$ cat src/rtl/biriscv_fetch_queue_pkg.sv
// biriscv_fetch_queue_pkg: shared types and constants for the fetch queue.
// Holds the info-flag bit positions and the packed queue entry layout
// {instr, pc, info} used by the queue top level and its entry RAM.
package biriscv_fetch_queue_pkg;

  localparam int FQ_INFO_W = 11;

  // Bit positions inside the 11-bit decode info field.
  localparam int FQ_INFO_FAULT_FETCH = 0;
  localparam int FQ_INFO_FAULT_PAGE  = 1;
  localparam int FQ_INFO_EXEC        = 2;
  localparam int FQ_INFO_LSU         = 3;
  localparam int FQ_INFO_BRANCH      = 4;
  localparam int FQ_INFO_MUL         = 5;
  localparam int FQ_INFO_DIV         = 6;
  localparam int FQ_INFO_CSR         = 7;
  localparam int FQ_INFO_RD_VALID    = 8;
  localparam int FQ_INFO_INVALID     = 9;
  localparam int FQ_INFO_MULF        = 10;

  typedef struct packed {
    logic [31:0]          instr;
    logic [31:0]          pc;
    logic [FQ_INFO_W-1:0] info;
  } fq_entry_t;

  localparam int FQ_ENTRY_W = $bits(fq_entry_t);

endpackage

$ cat src/rtl/biriscv_fetch_queue_ram.sv
// biriscv_fetch_queue_ram: DEPTH x fq_entry_t storage, 2 write / 2 async read.
// Ports: clk_i, rst_ni (async clear of all entries), wr0/wr1 enable+addr+data,
// rd0/rd1 addr in, data out combinationally. Writes land on the clock edge.
module biriscv_fetch_queue_ram
  import biriscv_fetch_queue_pkg::*;
#(
  parameter int DEPTH   = 8,
  parameter int DEPTH_W = 3
) (
  input  logic               clk_i,
  input  logic               rst_ni,
  input  logic               wr0_en_i,
  input  logic [DEPTH_W-1:0] wr0_addr_i,
  input  fq_entry_t          wr0_data_i,
  input  logic               wr1_en_i,
  input  logic [DEPTH_W-1:0] wr1_addr_i,
  input  fq_entry_t          wr1_data_i,
  input  logic [DEPTH_W-1:0] rd0_addr_i,
  output fq_entry_t          rd0_data_o,
  input  logic [DEPTH_W-1:0] rd1_addr_i,
  output fq_entry_t          rd1_data_o
);

  fq_entry_t mem_q [DEPTH];

  // The two write addresses are always consecutive entries, so they never collide.
  always_ff @(posedge clk_i or negedge rst_ni) begin
    if (!rst_ni) begin
      for (int i = 0; i < DEPTH; i++) begin
        mem_q[i] <= '0;
      end
    end else begin
      if (wr0_en_i) mem_q[wr0_addr_i] <= wr0_data_i;
      if (wr1_en_i) mem_q[wr1_addr_i] <= wr1_data_i;
    end
  end

  assign rd0_data_o = mem_q[rd0_addr_i];
  assign rd1_data_o = mem_q[rd1_addr_i];

endmodule

$ cat src/rtl/biriscv_fetch_queue.sv
// biriscv_fetch_queue: in-order dual-write/dual-read instruction queue between
// frontend fetch0/fetch1 and issue. Ports: flush_i, in0/in1 (valid, instr, pc,
// info, accept), out0/out1 (valid, instr, pc, info, accept); entries visible 1 cycle
// after write. Optional BIRISCV_FETCH_QUEUE_PERF_EN adds perf_full_stall_o and
// perf_occupancy_max_o.
module biriscv_fetch_queue
  import biriscv_fetch_queue_pkg::*;
#(
  parameter int DEPTH   = 8,
  parameter int DEPTH_W = 3
) (
  input  logic                 clk_i,
  input  logic                 rst_ni,
  input  logic                 flush_i,
  input  logic                 in0_valid_i,
  input  logic [31:0]          in0_instr_i,
  input  logic [31:0]          in0_pc_i,
  input  logic [FQ_INFO_W-1:0] in0_info_i,
  output logic                 in0_accept_o,
  input  logic                 in1_valid_i,
  input  logic [31:0]          in1_instr_i,
  input  logic [31:0]          in1_pc_i,
  input  logic [FQ_INFO_W-1:0] in1_info_i,
  output logic                 in1_accept_o,
  output logic                 out0_valid_o,
  output logic [31:0]          out0_instr_o,
  output logic [31:0]          out0_pc_o,
  output logic [FQ_INFO_W-1:0] out0_info_o,
  input  logic                 out0_accept_i,
  output logic                 out1_valid_o,
  output logic [31:0]          out1_instr_o,
  output logic [31:0]          out1_pc_o,
  output logic [FQ_INFO_W-1:0] out1_info_o,
  input  logic                 out1_accept_i
`ifdef BIRISCV_FETCH_QUEUE_PERF_EN
  ,
  output logic [31:0]          perf_full_stall_o,
  output logic [DEPTH_W:0]     perf_occupancy_max_o
`endif
);

  localparam logic [DEPTH_W:0]   CNT_ONE  = (DEPTH_W+1)'(1);
  localparam logic [DEPTH_W:0]   CNT_TWO  = (DEPTH_W+1)'(2);
  localparam logic [DEPTH_W:0]   CNT_LIM0 = (DEPTH_W+1)'(DEPTH-1);
  localparam logic [DEPTH_W:0]   CNT_LIM1 = (DEPTH_W+1)'(DEPTH-2);
  localparam logic [DEPTH_W-1:0] PTR_ONE  = DEPTH_W'(1);

  logic [DEPTH_W-1:0] wr_ptr_q, wr_ptr_d;
  logic [DEPTH_W-1:0] rd_ptr_q, rd_ptr_d;
  logic [DEPTH_W:0]   count_q, count_d;
  logic [1:0]         push_n, pop_n;
  logic               pop1, pop2;
  fq_entry_t          wr0_data, wr1_data, rd0_data, rd1_data;

  // Write-side handshake looks only at the registered count, never at the read side.
  assign in0_accept_o = !flush_i && in0_valid_i && (count_q <= CNT_LIM0);
  assign in1_accept_o = in0_accept_o && in1_valid_i && (count_q <= CNT_LIM1);

  assign out0_valid_o = !flush_i && (count_q >= CNT_ONE);
  assign out1_valid_o = !flush_i && (count_q >= CNT_TWO);

  // out1_accept_i alone does nothing: head must leave first to keep order.
  assign pop2 = out0_valid_o && out0_accept_i && out1_valid_o && out1_accept_i;
  assign pop1 = out0_valid_o && out0_accept_i && !pop2;

  assign push_n = in1_accept_o ? 2'd2 : (in0_accept_o ? 2'd1 : 2'd0);
  assign pop_n  = pop2 ? 2'd2 : (pop1 ? 2'd1 : 2'd0);

  always_comb begin
    wr_ptr_d = wr_ptr_q + DEPTH_W'(push_n);
    rd_ptr_d = rd_ptr_q + DEPTH_W'(pop_n);
    count_d  = count_q + (DEPTH_W+1)'(push_n) - (DEPTH_W+1)'(pop_n);
    if (flush_i) begin
      wr_ptr_d = '0;
      rd_ptr_d = '0;
      count_d  = '0;
    end
  end

  always_ff @(posedge clk_i or negedge rst_ni) begin
    if (!rst_ni) begin
      wr_ptr_q <= '0;
      rd_ptr_q <= '0;
      count_q  <= '0;
    end else begin
      wr_ptr_q <= wr_ptr_d;
      rd_ptr_q <= rd_ptr_d;
      count_q  <= count_d;
    end
  end

  assign wr0_data = '{instr: in0_instr_i, pc: in0_pc_i, info: in0_info_i};
  assign wr1_data = '{instr: in1_instr_i, pc: in1_pc_i, info: in1_info_i};

  biriscv_fetch_queue_ram #(
    .DEPTH   (DEPTH),
    .DEPTH_W (DEPTH_W)
  ) u_ram (
    .clk_i      (clk_i),
    .rst_ni     (rst_ni),
    .wr0_en_i   (in0_accept_o),
    .wr0_addr_i (wr_ptr_q),
    .wr0_data_i (wr0_data),
    .wr1_en_i   (in1_accept_o),
    .wr1_addr_i (wr_ptr_q + PTR_ONE),
    .wr1_data_i (wr1_data),
    .rd0_addr_i (rd_ptr_q),
    .rd0_data_o (rd0_data),
    .rd1_addr_i (rd_ptr_q + PTR_ONE),
    .rd1_data_o (rd1_data)
  );

  assign out0_instr_o = rd0_data.instr;
  assign out0_pc_o    = rd0_data.pc;
  assign out0_info_o  = rd0_data.info;
  assign out1_instr_o = rd1_data.instr;
  assign out1_pc_o    = rd1_data.pc;
  assign out1_info_o  = rd1_data.info;

`ifdef BIRISCV_FETCH_QUEUE_PERF_EN
  logic [31:0]      stall_q;
  logic [DEPTH_W:0] occ_max_q;

  // Tracking count_d keeps the high-water mark in step with the count itself.
  always_ff @(posedge clk_i or negedge rst_ni) begin
    if (!rst_ni) begin
      stall_q   <= '0;
      occ_max_q <= '0;
    end else begin
      if (in0_valid_i && !in0_accept_o && !flush_i && (stall_q != 32'hFFFF_FFFF)) begin
        stall_q <= stall_q + 32'd1;
      end
      if (count_d > occ_max_q) begin
        occ_max_q <= count_d;
      end
    end
  end

  assign perf_full_stall_o    = stall_q;
  assign perf_occupancy_max_o = occ_max_q;
`endif

  // Slot 1 without slot 0 breaks program order from the frontend.
  a_in1_needs_in0: assert property (@(posedge clk_i) disable iff (!rst_ni)
    !(in1_valid_i && !in0_valid_i));

endmodule

$ cat config.mk
export PLATFORM = sky130hd
export DESIGN_NAME = biriscv_fetch_queue
export DESIGN_NICKNAME = d
export VERILOG_FILES = /design/src/rtl/biriscv_fetch_queue_pkg.sv /design/src/rtl/biriscv_fetch_queue_ram.sv /design/src/rtl/biriscv_fetch_queue.sv
export SDC_FILE = /design/constraint.sdc
export NUM_CORES = 2
export LEC_CHECK = 0
export BUFFER_PORTS_ARGS = -buffer_cell sky130_fd_sc_hd__buf_2
export CAP_MARGIN = 20
export CELL_PAD_IN_SITES_DETAIL_PLACEMENT = 0
export CELL_PAD_IN_SITES_GLOBAL_PLACEMENT = 1
export CORE_MARGIN = 10
export CORE_UTILIZATION = 47
export DETAILED_ROUTE_END_ITERATION = 10
export PLACE_DENSITY_LB_ADDON = 0.1
export SYNTH_ARGS = -nofsm -noshare
export SYNTH_HDL_FRONTEND = slang
export SYNTH_SLANG_ARGS = --single-unit
$ cat constraint.sdc
create_clock -name clk_i -period 4.1 [get_ports clk_i]
set_clock_uncertainty 0.15 [all_clocks]
set_input_delay 0.615 -clock clk_i [delete_from_list [all_inputs] [get_ports clk_i]]
set_output_delay 0.615 -clock clk_i [all_outputs]
set_load 0.02 [all_outputs]
Word level (Yosys, flattened, before mapping):

Cells that the tools add are included.

* register bits after elaboration: 610
* output and inout bits: 154
* logic and storage cells: 82
* input bits: 157

* add/sub/neg operators: 6
* reduce and logical (&&, ||, !) cells: 14
* muxes and demuxes: 21
* bitwise gates (word level): 4
* magnitude comparators: 10

Operators with widths (count)
* $bwmux W600: 2
* $mux W600: 2
* $bmux W75 S3: 2
* $demux W75 S3: 2
* $mux W75: 6
* $ge A4 B4 Y1 const B: 4
* $not A3 Y4: 4
* $logic_and A1 B1 Y1: 12
* $le A4 B3 Y1 const B: 2
* $lt A4 B1 Y1 const B: 2
* $add A3 B1 Y3 const B: 2
* $add A3 B2 Y3: 2
* $mux W3: 2
* $add A4 B2 Y4: 1
* $ge A4 B1 Y1 const B: 1
* $ge A4 B2 Y1 const B: 1
* $mux W2: 2
* $mux W4: 1
* $sub A4 B2 Y4: 1
* $logic_not A1 Y1: 2
* $mux W1: 2

Longest topological paths before layout:

* depth in word-level cells: 11
* depth in mapped cells: 13
* gate-level depth less buffers: 12

Hierarchy:

From an unflattened synthesis, not the netlist that was laid out.

* cells, all modules: 3374
* area total of the unflattened synthesis: 37766.2 µm²

By module, submodules not included
* biriscv_fetch_queue_ram: sequential area each 15014.4 µm², cells an instance 3303, area each 37046.8 µm², instances 1
* biriscv_fetch_queue: sequential area each 250.2 µm², cells an instance 71, area each 719.4 µm², instances 1

Least setup slack after synthesis:

OpenSTA, ideal clock, no wires.

* path kind: reg-to-output
* from: reg rd_ptr_q[0]
* to: out out1_info_o[0]
* data required time: 3.335 ns
* arrival time: 2.257 ns
* path slack: 1.078 ns
* cell stages (with the launch flop): 6
* buffers on the path: 2
* path through: dfrtp_1 -> ha_1 -> clkbuf_1 -> clkbuf_1 -> mux4_2 -> mux2_2

* word-level cells in the longest chain between the ends: 5

Ends and longest elaborated chain
* start: declaration: line biriscv_fetch_queue.sv:49 `logic [DEPTH_W-1:0] rd_ptr_q, rd_ptr_d;`
* start signal: assignment: line biriscv_fetch_queue.sv:87 `rd_ptr_q <= rd_ptr_d;`
* $add A3 B1 Y3: line biriscv_fetch_queue.sv:109 `.rd1_addr_i (rd_ptr_q + PTR_ONE),`
* $not A3 Y4 (implied by the code): line biriscv_fetch_queue_ram.sv:39 `assign rd1_data_o = mem_q[rd1_addr_i];`
* $bmux W75 S3: line biriscv_fetch_queue_ram.sv:39
* $mux W75 (implied by the code) (2 in series): line biriscv_fetch_queue_ram.sv:39
* end: declaration: line biriscv_fetch_queue.sv:33 `output logic [FQ_INFO_W-1:0] out1_info_o,`

No other way between the ends. The select of a mux whose other input is x is not followed.

Worst setup path in the final report:

* from: reg rd_ptr_q[0]
* to: out out0_pc_o[22]

* word-level cells in the longest chain between the ends: 4

Ends and longest elaborated chain
* $not A3 Y4 (implied by the code): line biriscv_fetch_queue_ram.sv:38 `assign rd0_data_o = mem_q[rd0_addr_i];`
* $bmux W75 S3: line biriscv_fetch_queue_ram.sv:38
* $mux W75 (implied by the code) (2 in series): line biriscv_fetch_queue_ram.sv:38
* end: declaration: line biriscv_fetch_queue.sv:27 `output logic [31:0] out0_pc_o,`

No other way between the ends. The select of a mux whose other input is x is not followed.

==> metrics.yaml <==
outcome: "finished, final reports clean"
post_synth_top_area_cell: "sky130_fd_sc_hd__dfrtp_1"
synth-async-reset-ratio_pct: 100
relSlewSlack_pct: 28.1
route.detailed.vias_per_inst: 6.30
cts.reportedPaths.clkPinSlew_ns: 0.06
max_cap_violations: 0
ctsLongestPathBuffers: 3
synth.ff_latch_count: 610
finalWeightedCongestion: 0.817
final.fill_count: 7198
synth_sequential_area_ratio_pct: 41.0
worstPathRequired_ns: 3.34
ys_types: 41
synth_enable_flop_cells: 0
fmax_mhz: 262
power_density_nw_per_um2: 651
worst-path-buf-inv: 2
clock_buffer_count_from_cts: 74
drive_gt1_share_pct: 23.9
ir_worst_vdd_mv: 0.495
min-delay-path-class: "in2reg"
crit_arrival_ns: 3.06
setup_total_negative_slack_ns: 0
route.vias.total: 32400
min_period_over_period_pct: 93.3
setup_viol: 0
critical_path.slowest_cell: "sky130_fd_sc_hd__buf_4"
clk_latency_ns: 0.62
floorplan.die_area_um2: 90900
antenna_found_initial: 31
die_width_um: 301
yosys-top-cells-area: "sky130_fd_sc_hd__dfrtp_1, sky130_fd_sc_hd__mux4_2, sky130_fd_sc_hd__nand2_1, sky130_fd_sc_hd__a31oi_1, sky130_fd_sc_hd__nor2_1"
p_leak_nw: 17.5
mappedNetlistArea_um2: 37200
grt_max_degree: 137
floorplan.io_pins: 311
final-instance-count-excl-fill: 5148
drc_errors: 0
synth.avg_cell_area_um2: 9.18
nets: 4205
grt_util_all_layers_pct: 30.4
y_dimension_of_the_die_um: 301
gr-total-overflow: 0
global_route_wire_length_before_repair_mm: 210
number_of_global_route_vias_before_repair: 31100
yosys.area.top_type_share_pct: 41.0
crit_path_max_fanout: 68
cts_root_buffer: "sky130_fd_sc_hd__clkbuf_16"
cts_tree: "yes"
initial_standard_cell_utilization_of_the_core_pct: 47.3
ys_dominant_reg_cell: "sky130_fd_sc_hd__dfrtp_1"
dr.first_iter.drc_count: 3715
synthesis.instances: 4057
unrepaired_setup_endpoints_after_global_routing: "false"
cts_resized: 0
wl_per_cell_um: 27.3
timing.setup.critical_path_class: "reg2out"
totalWireLength_mm: 140
period_needed_ns: 3.82
seqCellArea_um2: 15300
post_synthesis_net_count: 4228
timing_hold_violations_final: 0
sequence_of_cells_on_the_critical_path: "buf_4, mux4_2, mux2_2, buf_2"
core_area_um2: 78700
clkSinkCount: 610
worst_path_largest_cell_delay_ns: 0.80
finalMaxSlewViolations: 0
start_kind: "flop"
antenna_left: 0
synthToLayoutAreaGrowth_pct: 11.3
rows: 103
portBuffers: 310
numPlacedInstances: 5007
drtPass1Iterations: 6
tightestPinTransition_ns: 1.08
yosys_synthesis_warning_count: 0
htree_levels: 3
endpoint_kind: "output pin"
dpl.hpwl_mm: 77.9
multi_input_area_um2: 19800
timing.critical_path.max_delay_family: "buffers and inverters"
-- routing by layer --
| layer | GRT usage [%] | up-vias | part of all wire [%] |
|---|---|---|---|
| li1 | - | 14100 | - |
| met5 | 0 | - | 0.20 |
| met2 | 47.2 | 1683 | 46 |
| met3 | 7.65 | 280 | 10 |
| met1 | 41.8 | 16300 | 41 |
| met4 | 8.83 | 44 | 2.5 |
-- worst min-delay path: cells and delay by family --
kind,cells,cell delay [ns]
compound gates,1,0.07
buf+inv,1,0.15
simple gates,1,0.07
-- registers in the layout, indices dropped and copies added, names as in the netlist --
signal	cells
count_q	4
rd_ptr_q	3
u_ram.mem_q	600
wr_ptr_q	3
-- layout by cell type (no fill, tap or decap), types with 2 or more instances in the layout --
cell / count
sky130_fd_sc_hd__ha_1: 9
sky130_fd_sc_hd__mux4_2: 300
sky130_fd_sc_hd__xnor2_1: 4
sky130_fd_sc_hd__or3_4: 2
sky130_fd_sc_hd__nand2b_1: 2
sky130_fd_sc_hd__clkbuf_1: 21
sky130_fd_sc_hd__and3_1: 2
sky130_fd_sc_hd__dfrtp_4: 3
sky130_fd_sc_hd__buf_12: 25
sky130_fd_sc_hd__buf_4: 64
sky130_fd_sc_hd__mux2_2: 150
sky130_fd_sc_hd__o211ai_1: 8
sky130_fd_sc_hd__nor2_1: 605
sky130_fd_sc_hd__bufinv_16: 2
sky130_fd_sc_hd__nand2_1: 1057
sky130_fd_sc_hd__a21oi_1: 291
sky130_fd_sc_hd__clkbuf_8: 15
sky130_fd_sc_hd__xor2_1: 2
sky130_fd_sc_hd__a31oi_1: 458
sky130_fd_sc_hd__buf_2: 309
sky130_fd_sc_hd__fa_1: 4
sky130_fd_sc_hd__a211oi_4: 8
sky130_fd_sc_hd__inv_1: 13
sky130_fd_sc_hd__dfrtp_1: 607
sky130_fd_sc_hd__diode_2: 8
sky130_fd_sc_hd__nand4bb_1: 3
sky130_fd_sc_hd__nor4bb_1: 3
sky130_fd_sc_hd__clkinv_2: 13
sky130_fd_sc_hd__nand4_1: 6
sky130_fd_sc_hd__nor2b_1: 6
sky130_fd_sc_hd__clkbuf_16: 79
-- final cells by class --
type | instances | area share (%)
Clock inverter | 17 | 0.341
Clock buffer | 115 | 5.46
Timing Repair Buffer | 400 | 6.16
Tap cell | 1050 | 3.17
Inverter | 14 | 0.127
Multi-Input combinational cell | 2934 | 47.8
Antenna cell | 8 | 0.0483
Sequential cell | 610 | 36.9
-- report_power, final --
part | total [mW] | switching (mW) | internal, mW | leakage, nW
logic | 11.0 | 5.82 | 5.19 | 8.41
clock network | 6.66 | 2.75 | 3.91 | 1.19
registers | 9.32 | 1.49 | 7.83 | 7.91
-- through the flow --
stage | power [mW] | hold slack (ns) | cell area [um2] | utilization, % | setup WS, ns
2_1_floorplan | 16.8 | 0.169 | 37200 | - | 1.08
3_3_place_gp | 20.3 | 0.372 | 39000 | 49.5 | 0.904
3_5_place_dp | 20.4 | 0.376 | 39000 | 49.5 | 0.844
4_1_cts | 27.1 | 0.144 | 41400 | 52.6 | 0.239
5_1_grt | 28.4 | 0.172 | 41400 | 52.6 | 0.124
6_report | 27.0 | 0.166 | 41400 | 52.6 | 0.277
-- path summary, 6_finish.rpt --
| kind | start | slack, ns | cells after the start | to |
|---|---|---|---|---|
| max | rd_ptr_q[0]$_DFF_PN0_ | 0.28 | 4 | out0_pc_o[22] |
| min | in0_pc_i[15] | 0.17 | 3 | u_ram.mem_q[401]$_DFF_PN0_ |
| max reg2reg | count_q[3]$_DFF_PN0_ | 0.76 | 8 | u_ram.mem_q[260]$_DFF_PN0_ |
| min reg2reg | u_ram.mem_q[488]$_DFF_PN0_ | 0.38 | 2 | u_ram.mem_q[488]$_DFF_PN0_ |
| max in group asynchronous | rst_ni | 2.30 | 4 | u_ram.mem_q[461]$_DFF_PN0_ |
| min in group asynchronous | rst_ni | 0.50 | 2 | u_ram.mem_q[253]$_DFF_PN0_ |
-- what timing repair did --
| item | CTS | global route |
|---|---|---|
| setup buffers | 0 | 0 |
| hold buffers | 1 | 0 |
| hold endpoints to repair | 67 | 0 |
-- synth_stat cells, types with 2 or more instances --
cell type,instances
sky130_fd_sc_hd__nor2b_1,6
sky130_fd_sc_hd__mux2_2,150
sky130_fd_sc_hd__fa_1,4
sky130_fd_sc_hd__a211oi_1,6
sky130_fd_sc_hd__inv_1,13
sky130_fd_sc_hd__xnor2_1,4
sky130_fd_sc_hd__dfrtp_1,610
sky130_fd_sc_hd__buf_6,10
sky130_fd_sc_hd__clkbuf_2,86
sky130_fd_sc_hd__o211ai_1,8
sky130_fd_sc_hd__nor4bb_1,3
sky130_fd_sc_hd__mux4_2,300
sky130_fd_sc_hd__nand4_1,6
sky130_fd_sc_hd__and3_1,2
sky130_fd_sc_hd__buf_4,2
sky130_fd_sc_hd__xor2_1,3
sky130_fd_sc_hd__nand4bb_1,3
sky130_fd_sc_hd__nor2_1,605
sky130_fd_sc_hd__a31oi_1,458
sky130_fd_sc_hd__buf_2,145
sky130_fd_sc_hd__or3_1,2
sky130_fd_sc_hd__ha_1,10
sky130_fd_sc_hd__a21oi_1,291
sky130_fd_sc_hd__buf_1,33
sky130_fd_sc_hd__clkbuf_1,223
sky130_fd_sc_hd__a211oi_2,2
sky130_fd_sc_hd__nand2_1,1057
sky130_fd_sc_hd__nand2b_1,2
-- cells by family (layout without fill, tap and decap cells) --
group / Yosys count / count (layout) / share of synthesized area, %
AND/OR/NAND/NOR: 1695 / 1695 / 17.4
AO/OA/AOI/OAI: 768 / 768 / 12.0
flip-flops: 610 / 610 / 41.0
buffers and inverters: 513 / 546 / 6.17
multiplexers: 450 / 450 / 22.7
adder cells (fa/ha/maj): 14 / 14 / 0.551
XOR/XNOR: 7 / 7 / 0.165
other: 0 / 8 / 0
Note: power is estimated with default switching activity, not from simulation.
